--- config.mk ---
export PLATFORM = sky130hd
export DESIGN_NAME = autoscale_multi_flat
export DESIGN_NICKNAME = d
export VERILOG_FILES = /design/src/rtl/autoscale_pkg.sv /design/src/rtl/autoscale_multi_if.sv /design/src/rtl/autoscale_lane.sv /design/src/rtl/autoscale_multi.sv /design/src/flat_wrapper.sv
export SDC_FILE = /design/constraint.sdc
export NUM_CORES = 1
export LEC_CHECK = 0
export BUFFER_PORTS_ARGS = -buffer_cell sky130_fd_sc_hd__buf_2
export CORE_MARGIN = 4
export CORE_UTILIZATION = 60
export DETAILED_ROUTE_END_ITERATION = 8
export PLACE_DENSITY = 0.91
export SYNTH_ARGS = -nofsm -noshare
export SYNTH_HDL_FRONTEND = slang
export SYNTH_SLANG_ARGS = --single-unit
--- constraint.sdc ---
create_clock -name clk -period 11.3 [get_ports clk]
set_clock_uncertainty 0.1 [all_clocks]
set_input_delay 1.13 -clock clk [delete_from_list [all_inputs] [get_ports clk]]
set_output_delay 1.13 -clock clk [all_outputs]
set_load 0.01 [all_outputs]
--- src/rtl/autoscale_pkg.sv ---
// Shared types and helpers for the multi-lane autoscaler: mode encoding,
// MSB search and shift clamping used by the frame-end shift control.
package autoscale_pkg;

  typedef enum logic {
    AUTO   = 1'b0,
    MANUAL = 1'b1
  } mode_e;

  // Widest peak word the MSB search handles; narrower words are zero-extended.
  localparam int MSB_W = 64;

  function automatic int msb_index(input logic [MSB_W-1:0] v);
    int idx;
    idx = -1;
    for (int i = 0; i < MSB_W; i++) begin
      if (v[i]) idx = i;
    end
    return idx;
  endfunction

  function automatic int clamp_shift(input int v, input int lo, input int hi);
    if (v < lo) return lo;
    if (v > hi) return hi;
    return v;
  endfunction

endpackage

--- src/rtl/autoscale_multi_if.sv ---
// Streaming sample bus of the autoscaler: packed input lanes with control,
// packed scaled output lanes with saturation flags and shift status.
interface autoscale_multi_if #(
  parameter int N_CHANNELS  = 2,
  parameter int DIN_WIDTH   = 32,
  parameter int DOUT_WIDTH  = 18,
  parameter int SHIFT_WIDTH = 6
);

  logic [N_CHANNELS*DIN_WIDTH-1:0]  din;
  logic                             din_valid;
  logic                             sync_in;
  logic                             mode;
  logic [SHIFT_WIDTH-1:0]           manual_shift;
  logic [N_CHANNELS*DOUT_WIDTH-1:0] dout;
  logic                             dout_valid;
  logic [N_CHANNELS-1:0]            sat;
  logic [SHIFT_WIDTH-1:0]           shift_value;
  logic                             shift_update;

  modport master (
    output din, din_valid, sync_in, mode, manual_shift,
    input  dout, dout_valid, sat, shift_value, shift_update
  );

  modport slave (
    input  din, din_valid, sync_in, mode, manual_shift,
    output dout, dout_valid, sat, shift_value, shift_update
  );

endinterface

--- src/rtl/autoscale_lane.sv ---
// Output stage for one lane: right-shift by the shift captured with the
// sample, then saturate to the narrower output width.
module autoscale_lane #(
  parameter int DIN_WIDTH   = 32,
  parameter int DOUT_WIDTH  = 18,
  parameter int SHIFT_WIDTH = 6
) (
  input  logic                   clk,
  input  logic                   rst,
  input  logic                   i_valid,
  input  logic [DIN_WIDTH-1:0]   i_din,
  input  logic [SHIFT_WIDTH-1:0] i_shift,
  output logic [DOUT_WIDTH-1:0]  o_dout,
  output logic                   o_sat
);

  logic [DIN_WIDTH-1:0] w_y;

  assign w_y = i_din >> i_shift;

  // NOTE: clocked state uses non-blocking assignments so every register
  // samples pre-edge values regardless of process evaluation order.
  always_ff @(posedge clk or posedge rst) begin
    if (rst) begin
      o_dout <= '0;
      o_sat  <= 1'b0;
    end else if (i_valid) begin
      if (|w_y[DIN_WIDTH-1:DOUT_WIDTH]) begin
        o_dout <= '1;
        o_sat  <= 1'b1;
      end else begin
        o_dout <= w_y[DOUT_WIDTH-1:0];
        o_sat  <= 1'b0;
      end
    end
  end

endmodule

--- src/rtl/autoscale_multi.sv ---
// Multi-lane autoscaler: tracks the per-frame peak across all lanes, updates a
// common right-shift at each frame end and scales every lane through 2 stages.
module autoscale_multi
  import autoscale_pkg::*;
#(
  parameter int N_CHANNELS  = 2,
  parameter int DIN_WIDTH   = 32,
  parameter int DOUT_WIDTH  = 18,
  parameter int MIN_SHIFT   = 4,
  parameter int MAX_SHIFT   = 14,
  parameter int FRAME_LEN   = 2048,
  parameter int SHIFT_WIDTH = 6
) (
  input logic             clk,
  input logic             rst,
  autoscale_multi_if.slave bus
);

  localparam int CNT_W = $clog2(FRAME_LEN);

  logic [CNT_W-1:0]                r_cnt;
  logic [DIN_WIDTH-1:0]            r_peak;
  logic [SHIFT_WIDTH-1:0]          r_shift;
  logic                            r_shift_update;
  logic [N_CHANNELS*DIN_WIDTH-1:0] r_s1_din;
  logic                            r_s1_valid;
  logic [SHIFT_WIDTH-1:0]          r_s1_shift;
  logic                            r_s2_valid;

  logic [DIN_WIDTH-1:0]                   w_lanes_or;
  logic                                   w_frame_end;
  int                                     w_msb;
  int                                     w_target;
  logic [SHIFT_WIDTH-1:0]                 w_next_shift;
  logic [N_CHANNELS-1:0][DOUT_WIDTH-1:0]  w_dout;
  logic [N_CHANNELS-1:0]                  w_sat;

  // NOTE: every combinational output gets a default before any conditional
  // logic, so no path leaves it unassigned and no latch is inferred.
  always_comb begin
    w_lanes_or = '0;
    for (int k = 0; k < N_CHANNELS; k++) begin
      w_lanes_or = w_lanes_or | bus.din[k*DIN_WIDTH +: DIN_WIDTH];
    end
  end

  assign w_frame_end = bus.din_valid && !bus.sync_in &&
                       (r_cnt == CNT_W'(FRAME_LEN - 1));

  // Attack is immediate, decay is one step per frame; manual ignores both.
  always_comb begin
    w_msb    = msb_index(MSB_W'(r_peak | w_lanes_or));
    w_target = clamp_shift(w_msb + 1 - DOUT_WIDTH, MIN_SHIFT, MAX_SHIFT);
    if (mode_e'(bus.mode) == MANUAL) begin
      w_next_shift = SHIFT_WIDTH'(clamp_shift(int'(bus.manual_shift), MIN_SHIFT, MAX_SHIFT));
    end else if (w_target >= int'(r_shift)) begin
      w_next_shift = SHIFT_WIDTH'(w_target);
    end else begin
      w_next_shift = r_shift - SHIFT_WIDTH'(1);
    end
  end

  always_ff @(posedge clk or posedge rst) begin
    if (rst) begin
      r_cnt          <= '0;
      r_peak         <= '0;
      r_shift        <= SHIFT_WIDTH'(MAX_SHIFT);
      r_shift_update <= 1'b0;
    end else begin
      r_shift_update <= w_frame_end;
      if (bus.sync_in) begin
        r_peak <= '0;
        r_cnt  <= bus.din_valid ? CNT_W'(1) : '0;
      end else if (bus.din_valid) begin
        r_cnt <= r_cnt + CNT_W'(1);
        if (w_frame_end) begin
          r_peak  <= '0;
          r_shift <= w_next_shift;
        end else begin
          r_peak <= r_peak | w_lanes_or;
        end
      end
    end
  end

  // Stage 1 captures the shift in force at acceptance, so the frame-end
  // sample is still scaled with the old value.
  always_ff @(posedge clk or posedge rst) begin
    if (rst) begin
      r_s1_din   <= '0;
      r_s1_valid <= 1'b0;
      r_s1_shift <= SHIFT_WIDTH'(MAX_SHIFT);
      r_s2_valid <= 1'b0;
    end else begin
      r_s1_din   <= bus.din;
      r_s1_valid <= bus.din_valid;
      r_s1_shift <= r_shift;
      r_s2_valid <= r_s1_valid;
    end
  end

  for (genvar k = 0; k < N_CHANNELS; k++) begin : g_lane
    autoscale_lane #(
      .DIN_WIDTH   (DIN_WIDTH),
      .DOUT_WIDTH  (DOUT_WIDTH),
      .SHIFT_WIDTH (SHIFT_WIDTH)
    ) u_lane (
      .clk     (clk),
      .rst     (rst),
      .i_valid (r_s1_valid),
      .i_din   (r_s1_din[k*DIN_WIDTH +: DIN_WIDTH]),
      .i_shift (r_s1_shift),
      .o_dout  (w_dout[k]),
      .o_sat   (w_sat[k])
    );
  end

  assign bus.dout         = w_dout;
  assign bus.sat          = w_sat;
  assign bus.dout_valid   = r_s2_valid;
  assign bus.shift_value  = r_shift;
  assign bus.shift_update = r_shift_update;

endmodule

--- src/flat_wrapper.sv ---
// flat-port wrapper written by rule: the top's interface ports become plain ports
module autoscale_multi_flat import autoscale_pkg::*;
#(
  parameter int N_CHANNELS  = 2,
  parameter int DIN_WIDTH   = 32,
  parameter int DOUT_WIDTH  = 18,
  parameter int MIN_SHIFT   = 4,
  parameter int MAX_SHIFT   = 14,
  parameter int FRAME_LEN   = 2048,
  parameter int SHIFT_WIDTH = 6
)
  (clk, rst, bus_din, bus_din_valid, bus_sync_in, bus_mode, bus_manual_shift, bus_dout, bus_dout_valid, bus_sat, bus_shift_value, bus_shift_update);
  autoscale_multi_if #(.N_CHANNELS(N_CHANNELS), .DIN_WIDTH(DIN_WIDTH), .DOUT_WIDTH(DOUT_WIDTH), .SHIFT_WIDTH(SHIFT_WIDTH)) bus_i ();
  input logic clk;
  input logic rst;
  input wire logic [$bits(bus_i.din)-1:0] bus_din;
  input wire logic [$bits(bus_i.din_valid)-1:0] bus_din_valid;
  input wire logic [$bits(bus_i.sync_in)-1:0] bus_sync_in;
  input wire logic [$bits(bus_i.mode)-1:0] bus_mode;
  input wire logic [$bits(bus_i.manual_shift)-1:0] bus_manual_shift;
  output wire logic [$bits(bus_i.dout)-1:0] bus_dout;
  output wire logic [$bits(bus_i.dout_valid)-1:0] bus_dout_valid;
  output wire logic [$bits(bus_i.sat)-1:0] bus_sat;
  output wire logic [$bits(bus_i.shift_value)-1:0] bus_shift_value;
  output wire logic [$bits(bus_i.shift_update)-1:0] bus_shift_update;
  assign bus_i.din = bus_din;
  assign bus_i.din_valid = bus_din_valid;
  assign bus_i.sync_in = bus_sync_in;
  assign bus_i.mode = bus_mode;
  assign bus_i.manual_shift = bus_manual_shift;
  assign bus_dout = bus_i.dout;
  assign bus_dout_valid = bus_i.dout_valid;
  assign bus_sat = bus_i.sat;
  assign bus_shift_value = bus_i.shift_value;
  assign bus_shift_update = bus_i.shift_update;
  autoscale_multi #(.N_CHANNELS(N_CHANNELS), .DIN_WIDTH(DIN_WIDTH), .DOUT_WIDTH(DOUT_WIDTH), .MIN_SHIFT(MIN_SHIFT), .MAX_SHIFT(MAX_SHIFT), .FRAME_LEN(FRAME_LEN), .SHIFT_WIDTH(SHIFT_WIDTH)) u_core (.clk(clk), .rst(rst), .bus(bus_i));
endmodule
==> results of run 1 <==
## through the flow
stage / power, mW / setup slack [ns] / instances
6_report: 1.334 / 3.776 / 1345
5_1_grt: 1.382 / 3.276 / 1344
4_1_cts: 1.335 / 3.973 / 1343
3_5_place_dp: 0.7703 / 3.570 / 1311
3_3_place_gp: 0.7630 / 3.864 / 1311
2_1_floorplan: 0.7099 / 4.509 / 1026
## kinds of logic after synthesis
group           Yosys count
flops                   160
xor+xnor                 15
mux                      97
compound gates          272
other cells               1
simple gates            350
buf+inv                 112
fa+ha+maj                18
## cell type report
class	instances	area [µm²]	area share, %
diodes	2	5.005	0.04526
clock inverters	14	146.4	1.324
inverters	52	200.2	1.811
flip-flops and latches	160	4015	36.31
repair buffers	129	668.1	6.043
clock buffers	18	429.2	3.881
well taps	216	270.3	2.444
multi-input cells	754	5323	48.14
## synth_stat cells, drive strengths merged (3+ instances only)
| cell type | count |
|---|---|
| dfrtp | 154 |
| nand2 | 116 |
| nor2 | 89 |
| a21oi | 76 |
| o21ai | 72 |
| inv | 50 |
| mux4 | 44 |
| mux2i | 41 |
| nor3 | 40 |
| clkbuf | 36 |
| buf | 24 |
| o22a | 23 |
| nand3 | 19 |
| ha | 18 |
| a31oi | 17 |
| or3 | 16 |
| mux2 | 12 |
| a211oi | 11 |
| and2 | 11 |
| nor2b | 11 |
| a22oi | 10 |
| and3 | 10 |
| nand4 | 10 |
| o211ai | 9 |
| xor2 | 8 |
| xnor2 | 7 |
| a221oi | 6 |
| dfstp | 6 |
| o22ai | 6 |
| nand2b | 5 |
| or2 | 5 |
| and4 | 4 |
| nor4 | 4 |
| o311ai | 4 |
| a311o | 3 |
| o2111ai | 3 |
| o211a | 3 |
| o2bb2ai | 3 |
| o32a | 3 |
## layer usage
metal  vias up  part of all wire (%)
met3       103                   9.2
met4         0                   4.3
met2       587                    46
met5         -                     0
li1       3961                     -
met1      4246                    40
## registers in the layout (all words and copies together) (netlist names)
register and cells:
u_core.bus.dout_valid 1, u_core.bus.shift_update 1, u_core.bus.shift_value 6, u_core.g_lane.u_lane.o_dout 36, u_core.g_lane.u_lane.o_sat 2, u_core.r_cnt 11, u_core.r_peak 32, u_core.r_s1_din 64
u_core.r_s1_shift 6, u_core.r_s1_valid 1
## where the power goes
group          switching [mW]  internal, mW
Clock                   0.259         0.311
Combinational          0.0850        0.0545
Sequential             0.0241         0.601
## final timing paths
check	start	end	slack [ns]	depth (start not counted)
max reg2reg	u_core.r_peak[30]$_DFFE_PP0P_	u_core.bus.shift_value[1]$_DFFE_PP1P_	4.16	26
max	bus_din[62]	u_core.bus.shift_value[1]$_DFFE_PP1P_	3.78	27
min reg2reg	u_core.bus.shift_value[1]$_DFFE_PP1P_	u_core.r_s1_shift[1]$_DFF_PP1_	0.30	0
min in group asynchronous	rst	u_core.g_lane[0].u_lane.o_dout[3]$_DFFE_PP0P_	0.74	2
min	u_core.bus.shift_value[1]$_DFFE_PP1P_	u_core.r_s1_shift[1]$_DFF_PP1_	0.30	0
max in group asynchronous	rst	u_core.r_s1_din[63]$_DFF_PP0_	8.96	3
==> impl_results.md, run 1 <==
* Run status: finished, final reports clean
* Pwr dens at 120.7 nW/µm²
* Crit. End Element: register
* PortBufs at 120
* Postcts setup bufs at 0
* Share of post-route cells with drive strength above 1 at 21.03%
* YS warnings at 0
* CTS Buf Count at 17
* Pin count of the biggest net entering global routing at 87
* Crit path max-delay cell type: or4b_2
* TritonCTS Sinks at 160
* CTS tree: built
* Ports at 121
* Post-synth top area share at 39.36%
* Slew margin rel. at 21.13%
* Post-synth EDFFs at 0
* WP data required at 11.57 ns
* Leak at 4.762 nW
* Routed vias at 8897
* Largest area contributor in the netlist: dfrtp_1
* Crit path time final at 7.524 ns
* Grt peak-use layer: met2
* Resized Gates After CTS at 0
* Synth Area in XOR/XNOR at 1.342%
* Fin nets at 1207
* Post-synthesis adder-cell area fraction at 2.300%
* Worst Hold Slack at 0.2992 ns
* Detail Placement HPWL at 20580 µm
* Largest family of logic cells by synthesized area: compound AO/OA/AOI/OAI gates
* Initial Utilization at 61.41%
* Initial antenna violation count at 2
* Clock slew seen by the registers of the worst setup and hold paths at 0.07 ns
* RSZ-0062 raised after global routing: no
* Routed Antenna Nets at 0
* Routed wire length at 28090 µm
* Mux contribution to synthesized area at 15.69%
* Final Util at 69.35%
* H-tree levels at 4
* Max-Cap Viols at 0
* DRT iter0 DRCs at 1044
* WP data arrival at 7.79 ns
* Min-Delay Path Class: register to register
* Cell count after synthesis at 1025
* Met1 usage at 43.14%
* GP Congestion at 0.9641
* Vias in the first global route at 8292
* Die height at 135.7 µm
* Routed WL per cell at 20.89 µm
* Die footprint at 18430 µm²
* Met3 Use GR at 6.575%
* Core area at 15940 µm²
* Synth top area cells: dfrtp_1 39%, mux4_2 10%, nand2_1 4.4%, mux2i_1 4.2%, a21oi_1 3.9%
* WP buf/inv at 1
* First-pass GRT wire length at 44420 µm
* FP Rows at 46
* Top cell family by delay on the critical path: simple AND/OR/NAND/NOR gates
* Drc violations at 0
* Post-synthesis sequential area ratio at 40.97%
* Layout area overhead at 12.93%
* GRT Util Overall at 31.27%
* CP Class: primary input to register
* Fillers at 1204
* Leading register cell type out of synthesis: dfrtp_1
* Most frequent cells in the layout: 153 x dfrtp_1, 120 x buf_2, 115 x nand2_1
* Period utilization at 66.58%
* Commonest non-fill, non-tap cell in the layout: dfrtp_1
* Global route overflow at 0
* Worst path max stage delay at 0.64 ns
* Synth Area in Simple Gates at 16.86%
* Setup violations, final at 0
* Synth unique cells at 77
* GR Layer Usage met2 at 48.26%
* Routed vias/inst at 6.615
* Die width at 135.7 µm
* Seq cells post-synth at 160
* Setup TNS at 0 ns
* Slew @ Worst Pin at 1.175 ns
* FFs w/ async S/R, synth at 100.0%
* Compound-cell area share of the yosys netlist at 18.07%
* Hold Vio Cnt, Final at 0
* Hold_buf cts at 0
* Crit start category: primary input
* Final Instance Area at 11060 µm²
* Clk_lat worst skew at 0.44 ns
* DP Area at 10480 µm²
* Root Buffer Master: clkbuf_16
* Post-Syn Area at 9791 µm²
* Top achievable clock speed at 132.9 MHz
* CP max FO at 7
* Syn Area/Cell at 9.552 µm²
* Worst-case clock buffer depth at 2
* Max Slew Vio Count at 0
* Worst VDD drop at 0.1116 mV
* First-pass detailed-route iteration total at 8
Power figures use the tool's default switching activity.
==> inputs of run 2 (changes only) <==
--- a/config.mk
+++ b/config.mk
@@ -7,9 +7,9 @@
 export LEC_CHECK = 0
 export BUFFER_PORTS_ARGS = -buffer_cell sky130_fd_sc_hd__buf_2
 export CORE_MARGIN = 4
-export CORE_UTILIZATION = 60
+export CORE_UTILIZATION = 59
 export DETAILED_ROUTE_END_ITERATION = 8
-export PLACE_DENSITY = 0.91
+export PLACE_DENSITY = 0.9
 export SYNTH_ARGS = -nofsm -noshare
 export SYNTH_HDL_FRONTEND = slang
 export SYNTH_SLANG_ARGS = --single-unit
==> constraint.sdc (replaced) <==
create_clock -name clk -period 7.5 [get_ports clk]
set_clock_uncertainty 0.1 [all_clocks]
set_input_delay 0.75 -clock clk [delete_from_list [all_inputs] [get_ports clk]]
set_output_delay 0.75 -clock clk [all_outputs]
set_load 0.01 [all_outputs]
==> run 2 against run 1 <==
  * Die area grew 1.6%
  * Flip-flop and latch count is the same
  * Power up 55%
  * Combinational power rose by 48%
  * Utilization fell by 0.29 points
  * Setup slack got worse by 3.2 ns
  * Design area grew 0.29%
  * First-iteration DRC count grew 3.6%
  * Highest routed layer unchanged
  * Clock power increased by 61%
  * Critical path depth is 1 lower
  * Count of clock-buffer cells in the layout stayed put
  * Global-route usage fell by 0.73 points
==> impl_results.md, run 2 (same netlist as run 1, synthesis figures left out) <==
* Run status: finished, final reports clean
* N_diodes at 0
* Clock slew seen by the registers of the worst setup and hold paths at 0.07 ns
* Setup TNS at 0 ns
* PortBufs at 120
* Fillers at 1181
* Fin nets at 1206
* Final Util at 69.06%
* Routed WL per cell at 20.74 µm
* Worst path max stage delay at 0.64 ns
* Multi-input logic area at 5323 µm²
* Most frequent cells in the layout: 153 x dfrtp_1, 120 x buf_2, 115 x nand2_1
* Worst setup path startpoint: u_core.r_peak[30]$_DFFE_PP0P_
* Worst-case clock buffer depth at 2
* Hold Vio Cnt, Final at 0
* Die height at 136.8 µm
* CTS tree: built
* CP Class: register to register
* Root Buffer Master: clkbuf_16
* DRT iter0 DRCs at 1082
* Share of post-route cells with drive strength above 1 at 20.96%
* Sequential cell area at 4015 µm²
* Reg2reg end: u_core.bus.shift_value[1]$_DFFE_PP1P_
* First-pass detailed-route iteration total at 7
* DP Worst Slack at 0.1007 ns
* Routed vias at 8821
* Top achievable clock speed at 143.7 MHz
* Layout Cells excl Fill at 1342
* Slew @ Worst Pin at 1.277 ns
* First-pass GRT wire length at 44310 µm
* CTS Buf Count at 17
* Final Instance Area at 11090 µm²
* TritonCTS Sinks at 160
* Cells after DPL at 1310
* Pin count of the biggest net entering global routing at 114
* Routed Antenna Nets at 0
* Biggest register: u_core.r_s1_din
* Max Slew Vio Count at 0
* WP data arrival at 7.22 ns
* Pwr dens at 186.2 nW/µm²
* RSZ-0062 raised after global routing: no
* Slew margin rel. at 14.27%
* Setup violations, final at 0
* H-tree levels at 4
* Min-Delay Path Class: register to register
* Leak at 4.786 nW
* Flop2flop setup slack at 0.54 ns
* Setup ws final at 0.5430 ns
* Routed wire length at 27830 µm
* Clk_lat worst skew at 0.45 ns
* Crit start category: register
* Initial antenna violation count at 0
* Largest register FFs at 64
* Global route overflow at 0
* GRT Util Overall at 30.54%
* Core area at 16060 µm²
* Biggest regs: u_core.r_s1_din: 64 flops, u_core.g_lane.u_lane.o_dout: 36 flops, u_core.r_peak: 32 flops
* Crit path max-delay cell type: or4b_2
* Max-Cap Viols at 0
* Critical Path End: u_core.bus.shift_value[1]$_DFFE_PP1P_
* Period utilization at 92.76%
* Detail Placement HPWL at 20320 µm
* DP Area at 10470 µm²
* Crit path time final at 6.957 ns
* CP max FO at 7
* Die width at 136.8 µm
* Drc violations at 0
* GP Congestion at 0.9818
* Vias in the first global route at 8308
* Initial Utilization at 60.97%
* WP data required at 7.76 ns
* Layout area overhead at 13.27%
* Crit. End Element: register
* FP Rows at 46
* Routed vias/inst at 6.573
* Worst R2R Path Depth at 26
* Ports at 121
* Commonest non-fill, non-tap cell in the layout: dfrtp_1
* R2r startpoint: u_core.r_peak[30]$_DFFE_PP0P_
* Die footprint at 18720 µm²
* Worst VDD drop at 0.1626 mV
[run 2: routing by layer]
| metal | GRT usage (%) | up-vias | part of all wire (%) |
|---|---|---|---|
| met5 | 0 | - | 0 |
| met4 | 13.53 | 0 | 4.5 |
| met3 | 5.735 | 94 | 8.9 |
| met2 | 47.75 | 546 | 46 |
| met1 | 41.92 | 4231 | 40 |
| li1 | - | 3950 | - |
[run 2: timing repair]
item,CTS,global route
buffers inserted,0,0
resized for setup,0,1
endpoints found under the setup margin,0,1
hold buffers,0,0
hold endpoints to repair,0,0
[run 2: area by class of cell]
type / instances / area share [%]
tap: 216 / 2.437
sequential: 160 / 36.21
multi-input combinational: 754 / 48.00
inverter: 52 / 1.805
timing repair buffer: 128 / 5.957
clock inverter: 14 / 1.726
clock buffer: 18 / 3.870
[run 2: per-stage QoR]
stage | power [mW] | hold slack, ns
3_3_place_gp | 1.151 | 0.2789
3_5_place_dp | 1.160 | 0.2819
5_1_grt | 2.128 | 0.3000
2_1_floorplan | 1.070 | 0.2658
4_1_cts | 2.067 | 0.2921
6_report | 2.065 | 0.2911
[run 2: how the worst min path moves through the flow]
stage	depth (start not counted)	slack (ns)	end	start
CTS	0	0.29	u_core.r_s1_shift[3]$_DFF_PP1_	u_core.bus.shift_value[3]$_DFFE_PP1P_
detailed placement	0	0.28	u_core.r_s1_shift[3]$_DFF_PP1_	u_core.bus.shift_value[3]$_DFFE_PP1P_
finish	0	0.29	u_core.r_s1_shift[3]$_DFF_PP1_	u_core.bus.shift_value[3]$_DFFE_PP1P_
floorplan	0	0.27	u_core.bus.dout_valid$_DFF_PP0_	u_core.r_s1_valid$_DFF_PP0_
global route	0	0.30	u_core.r_s1_shift[3]$_DFF_PP1_	u_core.bus.shift_value[3]$_DFFE_PP1P_
global placement	0	0.28	u_core.r_s1_shift[1]$_DFF_PP1_	u_core.bus.shift_value[1]$_DFFE_PP1P_
[run 2: worst max-delay path, delay by kind of cell, from the launching register on]
family | cells | cell delay [ns]
simple gates | 14 | 3.59
compound gates | 9 | 2.00
fa+ha+maj | 3 | 0.79
flops | 1 | 0.40
[run 2: report_power, final]
part / internal (mW) / leakage, nW / switching (mW) / total [mW]
clock: 0.509 / 0.304 / 0.406 / 0.916
sequential: 0.906 / 1.96 / 0.0364 / 0.942
combinational: 0.0821 / 2.52 / 0.125 / 0.207
total: 1.50 / 4.79 / 0.568 / 2.06
==> inputs of run 3 (changes only) <==
--- a/config.mk
+++ b/config.mk
@@ -7,9 +7,10 @@
 export LEC_CHECK = 0
 export BUFFER_PORTS_ARGS = -buffer_cell sky130_fd_sc_hd__buf_2
 export CORE_MARGIN = 4
-export CORE_UTILIZATION = 59
+export CORE_UTILIZATION = 60
+export CTS_BUF_LIST = sky130_fd_sc_hd__clkbuf_4 sky130_fd_sc_hd__clkbuf_8
 export DETAILED_ROUTE_END_ITERATION = 8
-export PLACE_DENSITY = 0.9
+export PLACE_DENSITY = 0.91
 export SYNTH_ARGS = -nofsm -noshare
 export SYNTH_HDL_FRONTEND = slang
 export SYNTH_SLANG_ARGS = --single-unit
==> run 3 against run 2 <==
  * Global-route usage fell by 0.21 points
  * Power fell by 14%
  * Flip-flop and latch count did not move
  * Largest power group unchanged
  * First-iteration DRC count fell by 4.5%
  * Critical path depth rose by 1
  * Highest routed layer is now met5
  * Critical path type unchanged
==> impl_results.md, run 3 (same netlist as run 1, synthesis figures left out) <==
* Run status: finished, final reports clean
* Crit start category: register
* CP Class: register to register
* Routed vias at 8716
* Reg2reg end: u_core.bus.shift_value[1]$_DFFE_PP1P_
* Fin nets at 1206
* Comb pwr share at 11.5%
* Routed vias/inst at 6.495
* Top cell family by delay on the critical path: compound AO/OA/AOI/OAI gates
* Routed Antenna Nets at 0
* R2r startpoint: u_core.r_peak[9]$_DFFE_PP0P_
* Routed WL per cell at 20.45 µm
* Critical Path End: u_core.bus.shift_value[1]$_DFFE_PP1P_
* Clk_lat worst skew at 0.48 ns
* Crit path max-delay cell type: or4b_2
* Setup TNS at 0 ns
* Worst path max stage delay at 0.62 ns
* Pin count of the biggest net entering global routing at 83
* DRT iter0 DRCs at 1033
* GP Congestion at 0.9575
* Crit. End Element: register
* RSZ-0062 raised after global routing: no
* WP data required at 7.81 ns
* Commonest non-fill, non-tap cell in the layout: dfrtp_1
* Initial Utilization at 61.41%
* Met1 usage at 41.69%
* Register share of total power at 52.7%
* FP Rows at 46
* Cells after DPL at 1310
* Met3 Use GR at 5.498%
* Clock slew seen by the registers of the worst setup and hold paths at 0.09 ns
* First-pass detailed-route iteration total at 5
* Flop2flop setup slack at 0.84 ns
* Hold Vio Cnt, Final at 0
* CP max FO at 7
* Worst-case clock buffer depth at 2
* Ports at 121
* Worst Hold Slack at 0.2905 ns
* Sw Share at 29.35%
* Grt peak-use layer: met2
* Global route overflow at 0
* Core area at 15940 µm²
* Die width at 135.7 µm
* Layout Cells excl Fill at 1342
* Tot Pwr at 1.786 mW
* Initial antenna violation count at 2
* Biggest regs: u_core.r_s1_din: 64 flops, u_core.g_lane.u_lane.o_dout: 36 flops, u_core.r_peak: 32 flops
* Worst VDD drop at 0.1399 mV
* Slew @ Worst Pin at 1.216 ns
* DP Worst Slack at 0.1512 ns
* Worst setup path startpoint: u_core.r_peak[9]$_DFFE_PP0P_
* Most frequent cells in the layout: 153 x dfrtp_1, 120 x buf_2, 115 x nand2_1
* Pwr dens at 164.5 nW/µm²
* TritonCTS Sinks at 160
* Setup ws final at 0.8431 ns
* GRT Util Overall at 30.33%
* Layout area overhead at 10.88%
* Routed wire length at 27440 µm
* Slew margin rel. at 18.40%
* Root Buffer Master: clkbuf_8
* Period utilization at 88.76%
* Top achievable clock speed at 150.2 MHz
* Drc violations at 0
* Crit path time final at 6.657 ns
* Die height at 135.7 µm
* CTS Buf Count at 17
* GR Layer Usage met2 at 47.93%
* PortBufs at 120
* Detail Placement HPWL at 20470 µm
* Die footprint at 18430 µm²
* Share of post-route cells with drive strength above 1 at 21.07%
* WP data arrival at 6.96 ns
* Instance count on the critical path at 27
* Biggest register: u_core.r_s1_din
* Vias in the first global route at 8255
* Postcts setup bufs at 0
* Leak at 4.684 nW
* Max-Cap Viols at 0
* Min-Delay Path Class: primary input to async pin
* Switching power total at 0.5241 mW
* WP buf/inv at 0
* Max Slew Vio Count at 0
* Largest register FFs at 64
* First-pass GRT wire length at 43620 µm
* Setup violations, final at 0
* H-tree levels at 4
* Worst R2R Path Depth at 27
* Cell Int Power at 1.262 mW
* Clock Power Share at 35.7%
* CTS tree: built
run 3: changes by cell type in the layout (fill, tap and decap cells not counted), sizes merged:
cell    change
diode       +1
bufinv      -1
inv         +3
clkbuf      -1
clkinv      -2
run 3: per-stage QoR:
step	area [µm²]	utilization (%)
floorplan	9794	-
global placement	10470	65.66
detailed placement	10470	65.66
CTS	10850	68.04
global route	10860	68.09
finish	10860	68.09
run 3: layer usage:
metal / up-vias / wire length (µm)
met1: 4174 / 11210
li1: 3955 / -
met5: - / 13
met4: 2 / 961
met3: 77 / 2459
met2: 508 / 12790
run 3: what timing repair did:
action                                  CTS  global route
hold buffers                              0             0
endpoints found under the setup margin    0             1
gates resized for setup                   0             2
run 3: final cells by class:
type	instances	area (µm²)
repair buffers	128	660.6
clock inverters	14	145.1
inverters	52	200.2
flip-flops and latches	160	4015
fillers	1281	5087
well taps	216	270.3
clock buffers	17	234.0
diodes	1	2.502
multi-input cells	754	5328
run 3: power groups by stage:
stage	registers, mW	clock network [mW]	logic, mW
after detailed placement	0.957	0	0.203
final	0.941	0.638	0.206
after global placement	0.953	0	0.197
after CTS	0.940	0.644	0.204
after global routing	0.946	0.686	0.228
after floorplan	0.950	0	0.120
run 3: worst register-to-register path, cell delays in order, from the launching register on:
cell and delay, ns:
dfrtp_1 0.39, nor3_1 0.48, nand4_1 0.16, o211ai_1 0.25, a21oi_1 0.20, o311ai_0 0.38, a21oi_1 0.13, o211a_1 0.24
ha_1 0.25, and3_1 0.17, o21ai_0 0.16, ha_1 0.25, or4b_2 0.62, nor4_1 0.25, nand4_1 0.15, nor2_1 0.31
nand2_1 0.12, nand2_1 0.08, a21oi_1 0.04, ha_1 0.30, nor2b_1 0.13, o21ai_0 0.14, nand2b_1 0.08, a211oi_1 0.23
o21ai_1 0.20, o311ai_0 0.45, a22oi_1 0.17, a31oi_1 0.17
run 3: worst min-delay path by stage:
stage / to / start / slack (ns) / depth (start not counted)
floorplan: u_core.bus.dout_valid$_DFF_PP0_ / u_core.r_s1_valid$_DFF_PP0_ / 0.27 / 0
global placement: u_core.r_s1_shift[3]$_DFF_PP1_ / u_core.bus.shift_value[3]$_DFFE_PP1P_ / 0.28 / 0
detailed placement: u_core.r_s1_shift[1]$_DFF_PP1_ / u_core.bus.shift_value[1]$_DFFE_PP1P_ / 0.28 / 0
CTS: u_core.r_s1_din[30]$_DFF_PP0_ / bus_din[30] / 0.28 / 1
global route: u_core.r_s1_din[8]$_DFF_PP0_ / bus_din[8] / 0.29 / 1
finish: u_core.g_lane[1].u_lane.o_sat$_DFFE_PP0P_ / rst / 0.29 / 2
